$ cat config.mk
export PLATFORM = sky130hd
export DESIGN_NAME = text_layer_gen
export DESIGN_NICKNAME = d
export VERILOG_FILES = /design/src/rtl/text_layer_pkg.sv /design/src/rtl/text_region_match.sv /design/src/rtl/text_layer_gen.sv
export SDC_FILE = /design/constraint.sdc
export NUM_CORES = 1
export LEC_CHECK = 0
export BUFFER_PORTS_ARGS = -buffer_cell sky130_fd_sc_hd__buf_2
export CORE_UTILIZATION = 42
export CTS_CLUSTER_SIZE = 14
export DETAILED_ROUTE_END_ITERATION = 8
export GPL_ROUTABILITY_DRIVEN = 0
export SETUP_SLACK_MARGIN = 0.05
export SYNTH_ARGS = -nofsm -noshare
export SYNTH_HDL_FRONTEND = slang
export SYNTH_SLANG_ARGS = --single-unit
$ cat constraint.sdc
create_clock -name clk -period 4.4 [get_ports clk]
set_input_delay 0.22 -clock clk [delete_from_list [all_inputs] [get_ports clk]]
set_output_delay 0.22 -clock clk [all_outputs]
set_load 0.005 [all_outputs]
$ cat src/rtl/text_layer_pkg.sv
// Shared definitions for the text overlay generator.
// Holds character-cell geometry, the font ROM address width, the blank
// character code and the per-string placement record.
package text_layer_pkg;

    localparam int CHAR_W     = 8;    // pixels per character cell, horizontally
    localparam int CHAR_H     = 16;   // pixels per character cell, vertically
    localparam int FONT_ADR_W = 11;   // {char[7:0], row[3:0]} minus the char MSB overlap
    localparam logic [7:0] SPACE_CHAR = 8'h20;

    // Placement of one string. len is kept 8 bits wide so the record does not
    // depend on MAX_LEN; the top zero-extends its clamped length into it.
    typedef struct packed {
        logic [9:0] x;
        logic [9:0] y;
        logic [7:0] len;
    } str_cfg_t;

endpackage

$ cat src/rtl/text_region_match.sv
// Box test for one string against the current scan position.
// Ports:
//   curr_x, curr_y  scan position
//   pix_valid       position is visible; low forces hit = 0
//   cfg             active placement of this string
//   hit             position lies inside the string's box
//   slot, row, col  character slot, glyph row and glyph column at the position
module text_region_match
    import text_layer_pkg::*;
(
    input  logic [9:0] curr_x,
    input  logic [9:0] curr_y,
    input  logic       pix_valid,
    input  str_cfg_t   cfg,
    output logic       hit,
    output logic [6:0] slot,
    output logic [3:0] row,
    output logic [2:0] col
);

    logic [10:0] px;
    logic [10:0] py;
    logic [10:0] x_lo;
    logic [10:0] y_lo;
    logic [10:0] x_hi;
    logic [10:0] y_hi;
    logic [9:0]  dx;

    // Compare in 11 bits so a box running past column 1023 ends there instead
    // of wrapping back to column 0.
    assign px   = {1'b0, curr_x};
    assign py   = {1'b0, curr_y};
    assign x_lo = {1'b0, cfg.x};
    assign y_lo = {1'b0, cfg.y};
    assign x_hi = x_lo + {cfg.len, 3'b000};   // len * CHAR_W
    assign y_hi = y_lo + 11'(CHAR_H);

    assign hit = pix_valid & (cfg.len != 8'd0)
               & (px >= x_lo) & (px < x_hi)
               & (py >= y_lo) & (py < y_hi);

    // Offsets are only meaningful when hit is set; the low bits are enough.
    assign dx   = curr_x - cfg.x;
    assign slot = dx[9:3];
    assign col  = dx[2:0];
    assign row  = curr_y[3:0] - cfg.y[3:0];

endmodule

$ cat src/rtl/text_layer_gen.sv
// Multi-string text overlay generator.
// Maps each scan position to a font ROM address through a 4-stage pipeline
// and returns the addressed font bit as a per-pixel overlay flag.
// Ports:
//   clk, rst_n                 pixel clock, asynchronous active-low reset
//   curr_x, curr_y, pix_valid  scan position and visibility
//   frame_start                commits pending string placements
//   cfg_*                      placement handshake (x, y, len per string)
//   wr_*                       character write handshake
//   font_adr / font_data       shared synchronous font ROM (1-cycle latency)
//   txt_valid, txt_hit, txt_on, txt_sel   overlay outputs, 4 cycles after inputs
module text_layer_gen
    import text_layer_pkg::*;
#(
    parameter int NUM_STR = 2,
    parameter int MAX_LEN = 16,
    localparam int LEN_W = $clog2(MAX_LEN + 1),
    localparam int IDX_W = $clog2(MAX_LEN),
    localparam int SEL_W = (NUM_STR > 1) ? $clog2(NUM_STR) : 1
) (
    input  logic                  clk,
    input  logic                  rst_n,
    input  logic [9:0]            curr_x,
    input  logic [9:0]            curr_y,
    input  logic                  pix_valid,
    input  logic                  frame_start,
    input  logic                  cfg_valid,
    output logic                  cfg_ready,
    input  logic [SEL_W-1:0]      cfg_sel,
    input  logic [9:0]            cfg_x,
    input  logic [9:0]            cfg_y,
    input  logic [LEN_W-1:0]      cfg_len,
    input  logic                  wr_valid,
    output logic                  wr_ready,
    input  logic [SEL_W-1:0]      wr_sel,
    input  logic [IDX_W-1:0]      wr_idx,
    input  logic [7:0]            wr_char,
    output logic [FONT_ADR_W-1:0] font_adr,
    input  logic [7:0]            font_data,
    output logic                  txt_valid,
    output logic                  txt_hit,
    output logic                  txt_on,
    output logic [SEL_W-1:0]      txt_sel
);

    localparam logic [SEL_W:0] NUM_STR_L = (SEL_W + 1)'(NUM_STR);
    localparam logic [IDX_W:0] MAX_LEN_L = (IDX_W + 1)'(MAX_LEN);

    // ---------------- configuration and character storage ----------------
    str_cfg_t              active_q [NUM_STR];
    str_cfg_t              active_d [NUM_STR];
    str_cfg_t              shadow_q [NUM_STR];
    str_cfg_t              shadow_d [NUM_STR];
    logic [NUM_STR-1:0]    pending_q;
    logic [NUM_STR-1:0]    pending_d;
    logic                  wr_ready_q;
    logic [7:0]            char_mem_q [NUM_STR][MAX_LEN];

    logic                  cfg_sel_ok;
    logic                  cfg_accept;
    logic [LEN_W-1:0]      len_clamped;
    logic                  wr_en;

    assign cfg_sel_ok  = {1'b0, cfg_sel} < NUM_STR_L;
    assign cfg_ready   = cfg_sel_ok ? ~pending_q[cfg_sel] : 1'b1;
    assign cfg_accept  = cfg_valid & cfg_ready & cfg_sel_ok;
    assign len_clamped = (cfg_len > LEN_W'(MAX_LEN)) ? LEN_W'(MAX_LEN) : cfg_len;

    assign wr_ready = wr_ready_q;
    // Out-of-range targets complete the handshake but write nothing.
    assign wr_en = wr_valid & wr_ready_q
                 & ({1'b0, wr_sel} < NUM_STR_L)
                 & ({1'b0, wr_idx} < MAX_LEN_L);

    always_comb begin
        active_d  = active_q;
        shadow_d  = shadow_q;
        pending_d = pending_q;
        for (int s = 0; s < NUM_STR; s++) begin
            if (frame_start && pending_q[s]) begin
                active_d[s]  = shadow_q[s];
                pending_d[s] = 1'b0;
            end
        end
        // Accept needs pending clear, so it never collides with a commit of
        // the same string; a same-cycle accept waits for the next frame_start.
        if (cfg_accept) begin
            shadow_d[cfg_sel]  = '{x: cfg_x, y: cfg_y, len: 8'(len_clamped)};
            pending_d[cfg_sel] = 1'b1;
        end
    end

    always_ff @(posedge clk or negedge rst_n) begin
        if (!rst_n) begin
            for (int s = 0; s < NUM_STR; s++) begin
                active_q[s] <= '0;
                shadow_q[s] <= '0;
                for (int c = 0; c < MAX_LEN; c++) begin
                    char_mem_q[s][c] <= SPACE_CHAR;
                end
            end
            pending_q  <= '0;
            wr_ready_q <= 1'b0;
        end else begin
            active_q   <= active_d;
            shadow_q   <= shadow_d;
            pending_q  <= pending_d;
            wr_ready_q <= 1'b1;
            if (wr_en) begin
                char_mem_q[wr_sel][wr_idx] <= wr_char;
            end
        end
    end

    // ---------------- per-string box test ----------------
    logic [NUM_STR-1:0] hit_vec;
    logic [6:0]         slot_arr [NUM_STR];
    logic [3:0]         row_arr  [NUM_STR];
    logic [2:0]         col_arr  [NUM_STR];

    for (genvar gi = 0; gi < NUM_STR; gi++) begin : g_match
        text_region_match u_match (
            .curr_x    (curr_x),
            .curr_y    (curr_y),
            .pix_valid (pix_valid),
            .cfg       (active_q[gi]),
            .hit       (hit_vec[gi]),
            .slot      (slot_arr[gi]),
            .row       (row_arr[gi]),
            .col       (col_arr[gi])
        );
    end

    // ---------------- pipeline ----------------
    logic                  s1_valid_q, s1_valid_d;
    logic                  s1_hit_q,   s1_hit_d;
    logic [SEL_W-1:0]      s1_sel_q,   s1_sel_d;
    logic [6:0]            s1_slot_q,  s1_slot_d;
    logic [3:0]            s1_row_q,   s1_row_d;
    logic [2:0]            s1_col_q,   s1_col_d;
    logic                  s2_valid_q, s2_hit_q, s3_valid_q, s3_hit_q;
    logic [SEL_W-1:0]      s2_sel_q,   s3_sel_q;
    logic [2:0]            s2_col_q,   s3_col_q;
    logic [7:0]            char_rd;
    logic [FONT_ADR_W-1:0] font_adr_q, font_adr_d;
    logic                  txt_valid_q, txt_hit_q, txt_on_q, txt_on_d;
    logic [SEL_W-1:0]      txt_sel_q;

    always_comb begin
        s1_valid_d = pix_valid;
        s1_hit_d   = 1'b0;
        s1_sel_d   = '0;
        s1_slot_d  = '0;
        s1_row_d   = '0;
        s1_col_d   = '0;
        // Walk from the highest index down so the lowest hitting string wins.
        for (int i = NUM_STR - 1; i >= 0; i--) begin
            if (hit_vec[i]) begin
                s1_hit_d  = 1'b1;
                s1_sel_d  = SEL_W'(i);
                s1_slot_d = slot_arr[i];
                s1_row_d  = row_arr[i];
                s1_col_d  = col_arr[i];
            end
        end
        char_rd = (s1_slot_q < 7'(MAX_LEN)) ? char_mem_q[s1_sel_q][IDX_W'(s1_slot_q)]
                                            : SPACE_CHAR;
        font_adr_d = {char_rd[FONT_ADR_W-5:0], s1_row_q};
        // font_data answers the address issued one cycle earlier.
        txt_on_d = s3_hit_q & font_data[3'd7 - s3_col_q];
    end

    always_ff @(posedge clk or negedge rst_n) begin
        if (!rst_n) begin
            s1_valid_q  <= 1'b0;
            s1_hit_q    <= 1'b0;
            s1_sel_q    <= '0;
            s1_slot_q   <= '0;
            s1_row_q    <= '0;
            s1_col_q    <= '0;
            s2_valid_q  <= 1'b0;
            s2_hit_q    <= 1'b0;
            s2_sel_q    <= '0;
            s2_col_q    <= '0;
            s3_valid_q  <= 1'b0;
            s3_hit_q    <= 1'b0;
            s3_sel_q    <= '0;
            s3_col_q    <= '0;
            font_adr_q  <= '0;
            txt_valid_q <= 1'b0;
            txt_hit_q   <= 1'b0;
            txt_on_q    <= 1'b0;
            txt_sel_q   <= '0;
        end else begin
            s1_valid_q  <= s1_valid_d;
            s1_hit_q    <= s1_hit_d;
            s1_sel_q    <= s1_sel_d;
            s1_slot_q   <= s1_slot_d;
            s1_row_q    <= s1_row_d;
            s1_col_q    <= s1_col_d;
            s2_valid_q  <= s1_valid_q;
            s2_hit_q    <= s1_hit_q;
            s2_sel_q    <= s1_sel_q;
            s2_col_q    <= s1_col_q;
            font_adr_q  <= font_adr_d;
            s3_valid_q  <= s2_valid_q;
            s3_hit_q    <= s2_hit_q;
            s3_sel_q    <= s2_sel_q;
            s3_col_q    <= s2_col_q;
            txt_valid_q <= s3_valid_q;
            txt_hit_q   <= s3_hit_q;
            txt_on_q    <= txt_on_d;
            txt_sel_q   <= s3_sel_q;
        end
    end

    assign font_adr  = font_adr_q;
    assign txt_valid = txt_valid_q;
    assign txt_hit   = txt_hit_q;
    assign txt_on    = txt_on_q;
    assign txt_sel   = txt_sel_q;

endmodule

==> results.yml, run 1 <==
route:
  top_layer_used: "met4"
  dr_wl_met2_um: 19010
  drt-total-wl_um: 39500
  via_per_inst: 5.241
  vias: 10823
  dr_wl_met3_um: 1174
  antenna_left: 0
  drc: 0
  drtPass1Iterations: 4
  wl_per_cell_um: 19.13
  drt_iter0_markers: 522
  wirelength_met1_um: 18240
finish:
  regArea_sq_um: 9329
  drive_gt1_share_pct: 38.44
  nNetsFinal: 1614
  fillers: 3713
  final_core_util_pct: 49.29
  final_cell_mix: "337 x dfrtp_1, 295 x mux2_2, 105 x nand2_1"
  area_delta_synth_final_pct: 14.91
  antennaDiodeCount: 0
  layout_commonest_cell: "dfrtp_1"
  multiInputGateArea_sq_um: 8379
sta:
  clock_skew_ns: 0.01148
  finalCriticalPeriod_ns: 3.613
  max_freq_ghz: 0.2768
  slew_headroom_pct: 35.72
  finalSetupViolCount: 0
  fin_tns_setup_ns: 0
  final_hold_viol_count: 0
  worstMarginPinSlew_ns: 0.9642
  rsz0062_at_grt: "no"
  finalMaxSlewViolations: 0
  period_share_pct: 82.12
place:
  dp_hpwl_um: 27080
  portBuffers: 88
power:
  p_per_area_nw_per_um2: 523.4
  p_leak_nw: 9.684
  peakVddDrop_uv: 299.9
floorplanning:
  dieArea_sq_um: 44060
  io_pins: 90
  start_util_pct: 42.89
  std_cell_rows: 75
  coreArea_sq_um: 42320
  die_x_um: 209.9
  fp.dieH_um: 209.9
setup_path:
  slowest_delay_ns: 0.50
  crit_path_top_delay_cell: "and4_1"
  cp_max_fo: 9
  r2r_end: "s1_slot_q[1]"
  reg2reg_slack_ns: 0.79
  path_cells: "ha_1 > fa_1 > a21o_1 > a21oi_1 > nor2b_1 > o21ai_0 > xnor2_1 > ha_1 > nor2_1 > o21ai_0 > or3_1 > o221ai_1 > and4_1 > buf_4 > nand2_1 > mux2i_1"
  cp-start-kind: "flop"
  r2r_start: "active_q[0]"
  endpoint_kind: "flop"
  crit_end: "s1_slot_q[1]"
  rr_worst_depth: 16
  critPathKind: "reg -> reg"
  startpoint: "active_q[0]"
  worst-endpoint-required_ns: 4.88
  arrival_ns: 4.09
synth:
  syn-cell-area_sq_um: 18150
  syn_inst: 1343
  synth.avg_cell_area_sq_um: 13.52
  synth-edff-count: 0
  synth_top_area_share_pct: 46.73
  ys_async_sr_fraction_pct: 100.0
  syn-num-nets: 1500
  synth-seq-cells: 371
  yosys.area.top_type: "dfrtp_1"
  synthTopCellsByArea: "dfrtp_1 47%, mux2_2 18%, mux4_2 8.8%"
  yosys_most_used_dff: "dfrtp_1"
  yosysWarningCount: 0
  synth_cell_types: 56
  ys_seq_area_share_pct: 51.36
run:
  cap_violations: 0
clocking:
  cts-root-buf: "clkbuf_16"
  insertion_delay_ns: 0.56
  clock-sinks: 371
  cts.clk_slew.worst_paths_ns: 0.06
  cts-resized-gates: 0
  numCtsBuffers: 40
  cts.path.max_buffers: 3
  cts_tree: "built"
  htreeDepth: 2
outcome:
  status: "completed"
global_routing:
  grt_overflow_total: 0
  grt_pass1_vias: 11683
  grt_use_total_pct: 18.88
  grt_max_degree: 115
  grt_antenna_before_repair: 0
  grt_pass1_wl_um: 64560
worst_hold_path:
  min_from: "curr_y[0]"
  hold_path.class: "in -> reg"
[worst max-delay path: cells and delay by family, from the launching register on]
family	cells	cell delay (ns)
fa+ha+maj	3	0.86
mux	1	0.13
flops	1	0.40
buf+inv	1	0.24
xor+xnor	1	0.09
compound gates	5	0.76
simple gates	5	1.05
[worst min path at each step]
stage                           end  slack, ns  cells past startpoint
finish                  s1_row_q[0]       0.12                      4
global route            s1_col_q[1]       0.14                      4
CTS                     s1_row_q[0]       0.09                      4
detailed placement  char_mem_q[106]       0.34                      1
global placement    char_mem_q[106]       0.33                      1
floorplan               active_q[0]      -0.08                      0
[routing by layer]
layer	track usage, %	up-vias
met4	5.965	0
met3	3.277	73
met2	31.34	140
met1	25.22	5523
met5	0	-
li1	-	5087
[synth_stat cells (all sizes together) (2+ instances only)]
library cell,number
dfrtp,339
mux2,296
nand2,105
ha,78
mux4,71
inv,57
clkbuf,47
nor2,45
o21ai,37
dfstp,32
a21oi,28
mux2i,24
nand3,19
xnor2,19
nand2b,16
xor2,15
a211oi,14
nor2b,12
buf,11
a21o,8
nor3,8
fa,6
o21a,6
nand4,5
a2111oi,4
o21bai,4
or3,4
a211o,3
nor4,3
o2111ai,3
and2,2
and3,2
o31ai,2
[state kept, by name, indices dropped and copies added, names as in the netlist, 2 cells and up]
register / count
char_mem_q: 224
s1_col_q: 3
font_adr: 11
s3_col_q: 3
s1_row_q: 4
pending_q: 2
shadow_q: 50
s2_col_q: 3
s1_slot_q: 7
active_q: 50
[power breakdown]
| part | internal [mW] | switching (mW) |
|---|---|---|
| clock | 2.03 | 1.36 |
| sequential | 4.07 | 0.429 |
| combinational | 1.55 | 1.47 |
[stage by stage]
step | instance area (sq um) | cells | worst slack (ns) | total power, mW | hold slack [ns]
after floorplan | 18150 | 1343 | 1.302 | 6.702 | -0.07559
after global placement | 19240 | 1964 | 0.8201 | 7.507 | 0.3329
after detailed placement | 19240 | 1964 | 0.7875 | 7.596 | 0.3355
after CTS | 20860 | 2065 | 0.7670 | 11.09 | 0.08929
after global routing | 20860 | 2065 | 0.4575 | 11.63 | 0.1418
final | 20860 | 2065 | 0.7866 | 10.92 | 0.1187
[repair_timing]
item                      4_1_cts  5_1_grt
hold endpoints to repair      154        0
hold buffers                   28        0
buffers inserted                0        0
[final cells by class]
| type | count | share of cell area [%] |
|---|---|---|
| Clock buffer | 61 | 5.854 |
| Clock inverter | 12 | 0.5758 |
| Inverter | 57 | 1.026 |
| Multi-Input combinational cell | 857 | 40.17 |
| Sequential cell | 371 | 44.72 |
| Tap cell | 577 | 3.461 |
| Timing Repair Buffer | 130 | 4.187 |
[logic make-up (layout without fill, tap and decap cells)]
kind of cell | count (synthesis) | count (layout) | share of synthesized area (%)
multiplexers | 391 | 391 | 28.52
flip-flops | 371 | 371 | 51.36
AND/OR/NAND/NOR | 226 | 226 | 5.604
AO/OA/AOI/OAI | 121 | 121 | 4.343
buffers and inverters | 115 | 260 | 2.475
adder cells (fa/ha/maj) | 84 | 84 | 6.038
XOR/XNOR | 34 | 34 | 1.640
other | 1 | 1 | 0.02066
No activity file was read; power rests on OpenSTA's default activity.
==> run 2: changes to the inputs <==
- ABC_AREA: not set -> 1
- clock period: 4.4 -> 3.7 ns (I/O delays scaled with it)
==> run 2 against run 1 <==
Against the previous run: synthesized area increased by 0.19%; setup slack improved by 0.0043 ns; clock power increased by 23%; utilization decreased by 0.23 points; combinational power increased by 21%; sequential share of layout area increased by 0.21 points; critical endpoint is now s1_col_q[0]; critical path depth decreased by 1; die area increased by 0.19%; fmax increased by 24%; sequential power increased by 16%; worst hold slack got worse by 0.081 ns; critical path type unchanged.
==> results.yml, run 2 <==
outcome:
  status: "completed"
worst_hold_path:
  min_from: "cfg_sel"
  hold_path.class: "in -> reg"
sta:
  clock_skew_ns: 0.01301
  final_hold_viol_count: 0
  rsz0062_at_grt: "no"
  period_share_pct: 78.62
  worstMarginPinSlew_ns: 1.187
  finalCriticalPeriod_ns: 2.909
  slew_headroom_pct: 20.81
  max_freq_ghz: 0.3438
  fin_tns_setup_ns: 0
  finalMaxSlewViolations: 0
  finalSetupViolCount: 0
finish:
  drive_gt1_share_pct: 10.35
  largest_reg_flops: 224
  area_delta_synth_final_pct: 14.14
  antennaDiodeCount: 0
  layout_commonest_cell: "nand2_1"
  final_core_util_pct: 49.05
  top_register: "char_mem_q"
  final_cell_mix: "460 x nand2_1, 404 x o21ai_0, 338 x dfrtp_1"
  reg_top3: "char_mem_q: 224 flops, active_q: 50 flops, shadow_q: 50 flops"
  nNetsFinal: 2368
clocking:
  cts-resized-gates: 0
  cts.clk_slew.worst_paths_ns: 0.06
  insertion_delay_ns: 0.55
  cts.path.max_buffers: 3
  clock-sinks: 371
  cts_tree: "built"
  cts-root-buf: "clkbuf_16"
  numCtsBuffers: 41
  htreeDepth: 2
power:
  p_leak_nw: 10.09
  peakVddDrop_uv: 444.2
  p_per_area_nw_per_um2: 628.5
  power.total_mw: 13.05
synth:
  ys_top_cells_by_count: "460 x nand2_1, 404 x o21ai_0, 339 x dfrtp_1, 247 x nor2_1, 154 x inv_1"
  syn_inst: 2147
  ys_seq_area_share_pct: 51.27
  synth-edff-count: 0
  synth_cell_types: 46
  yosysWarningCount: 0
  synth-seq-cells: 371
  ys_async_sr_fraction_pct: 100.0
  synth.avg_cell_area_sq_um: 8.471
  synth_top_area_share_pct: 46.64
  syn-cell-area_sq_um: 18190
  synth.most_common_cell: "nand2_1"
  yosys.area.top_type: "dfrtp_1"
  synthTopCellsByArea: "dfrtp_1 47%, o21ai_0 11%, nand2_1 9.5%"
  syn-num-nets: 2304
  yosys_most_used_dff: "dfrtp_1"
setup_path:
  endpoint_kind: "flop"
  cp_max_fo: 14
  worst-endpoint-required_ns: 4.20
  r2r_start: "active_q[21]"
  startpoint: "active_q[21]"
  critPathKind: "reg -> reg"
  arrival_ns: 3.41
  cp-start-kind: "flop"
route:
  wl_per_cell_um: 16.46
  vias: 14660
  drt_iter0_markers: 1016
  drc: 0
  drt-total-wl_um: 46390
  via_per_inst: 5.202
  antenna_left: 0
  drtPass1Iterations: 5
global_routing:
  grt_overflow_total: 0
  grt_pass1_vias: 14099
  grt_antenna_before_repair: 0
  grt_max_degree: 102
  grt_use_total_pct: 21.60
  grt_pass1_wl_um: 75490
floorplanning:
  fp.dieH_um: 210.1
  std_cell_rows: 75
  dieArea_sq_um: 44140
  die_x_um: 210.1
  start_util_pct: 42.97
  io_pins: 90
  coreArea_sq_um: 42320
place:
  portBuffers: 88
  dp_hpwl_um: 30500
run:
  cap_violations: 0
[run 2: cell types whose count changed in the layout (fill, tap and decap cells not counted), moves of 23 or more]
cell      before  now
a21oi_1       28   90
inv_1         57  153
mux2_2       295    4
mux2i_1       24    1
mux4_2        71    0
nand2_1      105  460
nand3_1       19   46
nor2_1        45  247
o21ai_0       37  404
o221ai_1       1   39
[run 2: worst max-delay path: stages, from the launching register on]
cell and delay (ns):
dfrtp_1 0.41, ha_1 0.23, fa_1 0.40, a21oi_1 0.18
o21bai_1 0.11, a21oi_1 0.14, nor2_1 0.07, xor2_1 0.14
ha_1 0.28, nand2_1 0.07, nand2_1 0.04, nand2_1 0.08
nand3_2 0.34, nand2_1 0.23, nand2_1 0.07, inv_1 0.05
[run 2: layout make-up]
cell class / instances / area, sq um
fill: 4068 / 21560
sequential: 371 / 9328
multi-input combinational: 1500 / 7784
clock buffer: 61 / 1181
timing repair buffer: 140 / 965.9
tap: 577 / 721.9
inverter: 157 / 590.6
clock inverter: 12 / 188.9
[run 2: kinds of logic after synthesis]
kind of cell             after synthesis  synth area share, %
buffers and inverters                276                5.937
AND/OR/NAND/NOR                      785                17.04
XOR/XNOR                              35                1.686
flip-flops                           371                51.27
other                                  1              0.02062
adder cells (fa/ha/maj)               84                6.026
multiplexers                           5               0.3027
AO/OA/AOI/OAI                        590                17.72
[run 2: power by group]
part	total, mW	switching, mW	internal, mW
Sequential	5.20	0.425	4.77
Combinational	3.66	2.27	1.39
Clock	4.19	1.64	2.55
[run 2: timing repair]
item,4_1_cts,5_1_grt
hold buffers,30,0
hold endpoints to repair,135,0
setup buffers,0,0
[run 2: final timing paths]
path,end,slack [ns],depth (start not counted)
worst max-delay path,s1_col_q[0],0.79,15
worst min-delay path,shadow_q[28],0.04,4
worst max register to register,s1_col_q[0],0.79,15
worst min register to register,s3_col_q[0],0.34,0
max in group asynchronous,active_q[45],2.47,3
min in group asynchronous,char_mem_q[32],0.21,2
[run 2: per-stage QoR]
stage,worst slack [ns],area (sq um),std cells,hold slack (ns)
5_1_grt,0.5327,20760,2818,0.05776
2_1_floorplan,1.227,18190,2147,-0.1106
4_1_cts,0.7883,20760,2818,0.01376
6_report,0.7910,20760,2818,0.03751
3_3_place_gp,0.8440,19090,2715,0.2919
3_5_place_dp,0.7924,19090,2715,0.2903
[run 2: layer usage]
layer  part of all wire (%)  global-route usage [%]
met1                     47                   30.62
met2                     45                   34.15
met3                    4.9                   2.726
met4                    2.6                   7.425
met5                      0                       0
==> run 3: changes to the inputs <==
- clock period: 3.7 -> 2.6 ns (I/O delays scaled with it)
==> run 3 against run 2 <==
Against the previous run: sequential share of layout area down 1.2 points; power is 46% higher; register-to-register slack lost 0.77 ns; routed wire length increased by 2.9%; first-iteration DRC count grew 3.8%; clock skew fell by 0.0012 ns; clock-buffer cell count is 4 higher; critical path depth increased by 3; worst hold slack better by 0.022 ns.
==> results.yml, run 3 (synthesis results as in run 2) <==
sta:
  clock_skew_ns: 0.01179
  finalSetupViolCount: 0
  rsz0062_at_grt: "yes"
  final_hold_viol_count: 0
  finalCriticalPeriod_ns: 2.576
  fin_tns_setup_ns: 0
  max_freq_ghz: 0.3883
  slew_headroom_pct: 40.64
  layout_setup_ws_ns: 0.02447
  worstMarginPinSlew_ns: 0.8855
  finalMaxSlewViolations: 0
  period_share_pct: 99.06
global_routing:
  grt_antenna_before_repair: 0
  grt_pass1_vias: 14574
  grt_max_degree: 87
  grt_use_total_pct: 22.06
  grt_overflow_total: 0
  grt_pass1_wl_um: 77110
run:
  cap_violations: 0
route:
  drt-total-wl_um: 47740
  vias: 14879
  drtPass1Iterations: 5
  via_per_inst: 5.197
  wl_per_cell_um: 16.68
  drc: 0
  drt_iter0_markers: 1055
  antenna_left: 0
place:
  post-place-ws_ns: -0.1187
  portBuffers: 88
  dp_hpwl_um: 31020
floorplanning:
  dieArea_sq_um: 44140
  fp.dieH_um: 210.1
  std_cell_rows: 75
  coreArea_sq_um: 42320
  io_pins: 90
  start_util_pct: 42.97
  die_x_um: 210.1
clocking:
  htreeDepth: 2
  insertion_delay_ns: 0.57
  cts-root-buf: "clkbuf_16"
  cts.path.max_buffers: 3
  numCtsBuffers: 44
  cts_tree: "built"
  cts.clk_slew.worst_paths_ns: 0.05
  clock-sinks: 371
power:
  p_per_area_nw_per_um2: 892.3
  peakVddDrop_uv: 585.3
  p_leak_nw: 10.32
  power.total_mw: 19.05
finish:
  area_delta_synth_final_pct: 17.38
  drive_gt1_share_pct: 13.43
  top_register: "char_mem_q"
  antennaDiodeCount: 0
  reg_top3: "char_mem_q: 224 flops, active_q: 50 flops, shadow_q: 50 flops"
  nNetsFinal: 2408
  largest_reg_flops: 224
  layout_commonest_cell: "nand2_1"
  final_cell_mix: "451 x nand2_1, 403 x o21ai_0, 337 x dfrtp_1"
setup_path:
  cp_max_fo: 10
  arrival_ns: 3.06
  endpoint_kind: "flop"
  cp-start-kind: "flop"
  reg2reg_slack_ns: 0.02
  worst-endpoint-required_ns: 3.09
  critPathKind: "reg -> reg"
outcome:
  status: "completed"
worst_hold_path:
  hold_path.class: "in -> reg"
## run 3: final timing paths
kind | end | cells past startpoint | startpoint
max | s1_col_q[2] | 18 | active_q[51]
min | char_mem_q[253] | 5 | wr_sel
max reg2reg | s1_col_q[2] | 18 | active_q[51]
min reg2reg | txt_valid | 0 | s3_valid_q
max in group asynchronous | char_mem_q[101] | 3 | rst_n
min in group asynchronous | char_mem_q[161] | 2 | rst_n
## run 3: stage by stage
step | hold WS [ns] | area [sq um] | instances | util, %
after floorplan | -0.1656 | 18190 | 2147 | -
after global placement | 0.1083 | 19340 | 2738 | 45.69
after detailed placement | 0.09844 | 19340 | 2738 | 45.69
after CTS | 0.04098 | 21210 | 2858 | 50.12
after global routing | 0.1202 | 21350 | 2863 | 50.44
final | 0.05954 | 21350 | 2863 | 50.44
## run 3: per-layer routing
layer | track usage, % | share of wire (%)
met5 | 0 | 0
met4 | 8.457 | 3.0
met3 | 3.278 | 5.0
met2 | 34.99 | 46
met1 | 30.53 | 46
## run 3: layout make-up
class                      count  area (sq um)
fill                        4048         20970
tap                          577         721.9
inverter                     157         598.1
clock inverter                16         95.09
timing repair inverter         1         5.005
timing repair buffer         176          1348
sequential                   371          9329
multi-input combinational   1500          7951
clock buffer                  65          1301
## run 3: report_power, final
part           switching (mW)  total (mW)  leakage (nW)  internal [mW]
clock network            2.46        5.93         0.691           3.47
logic                    3.46        5.75          4.91           2.29
registers               0.574        7.37          4.73           6.80
## run 3: worst max-delay path, cell delays in order, from the launching register on
cell and delay (ns):
dfrtp_1 0.41, ha_4 0.27, a21oi_4 0.13, nand2_2 0.08, a21oi_2 0.17, o21ai_2 0.10
xor2_1 0.17, ha_1 0.29, nand2_1 0.05, inv_1 0.05, nand2_1 0.05, nand2_1 0.05
nand2_1 0.04, nand2_1 0.06, nand2_2 0.09, nand2_4 0.14, buf_12 0.14, nand2_1 0.07
o21ai_2 0.14
## run 3: what timing repair did
item | 4_1_cts | 5_1_grt
endpoints found under the setup margin | 16 | 17
pin swaps | 25 | 13
gates cloned | 1 | 1
gates resized for setup | 19 | 21
hold buffers | 35 | 0
buffers inserted | 3 | 4
endpoints found under the hold margin | 329 | 0
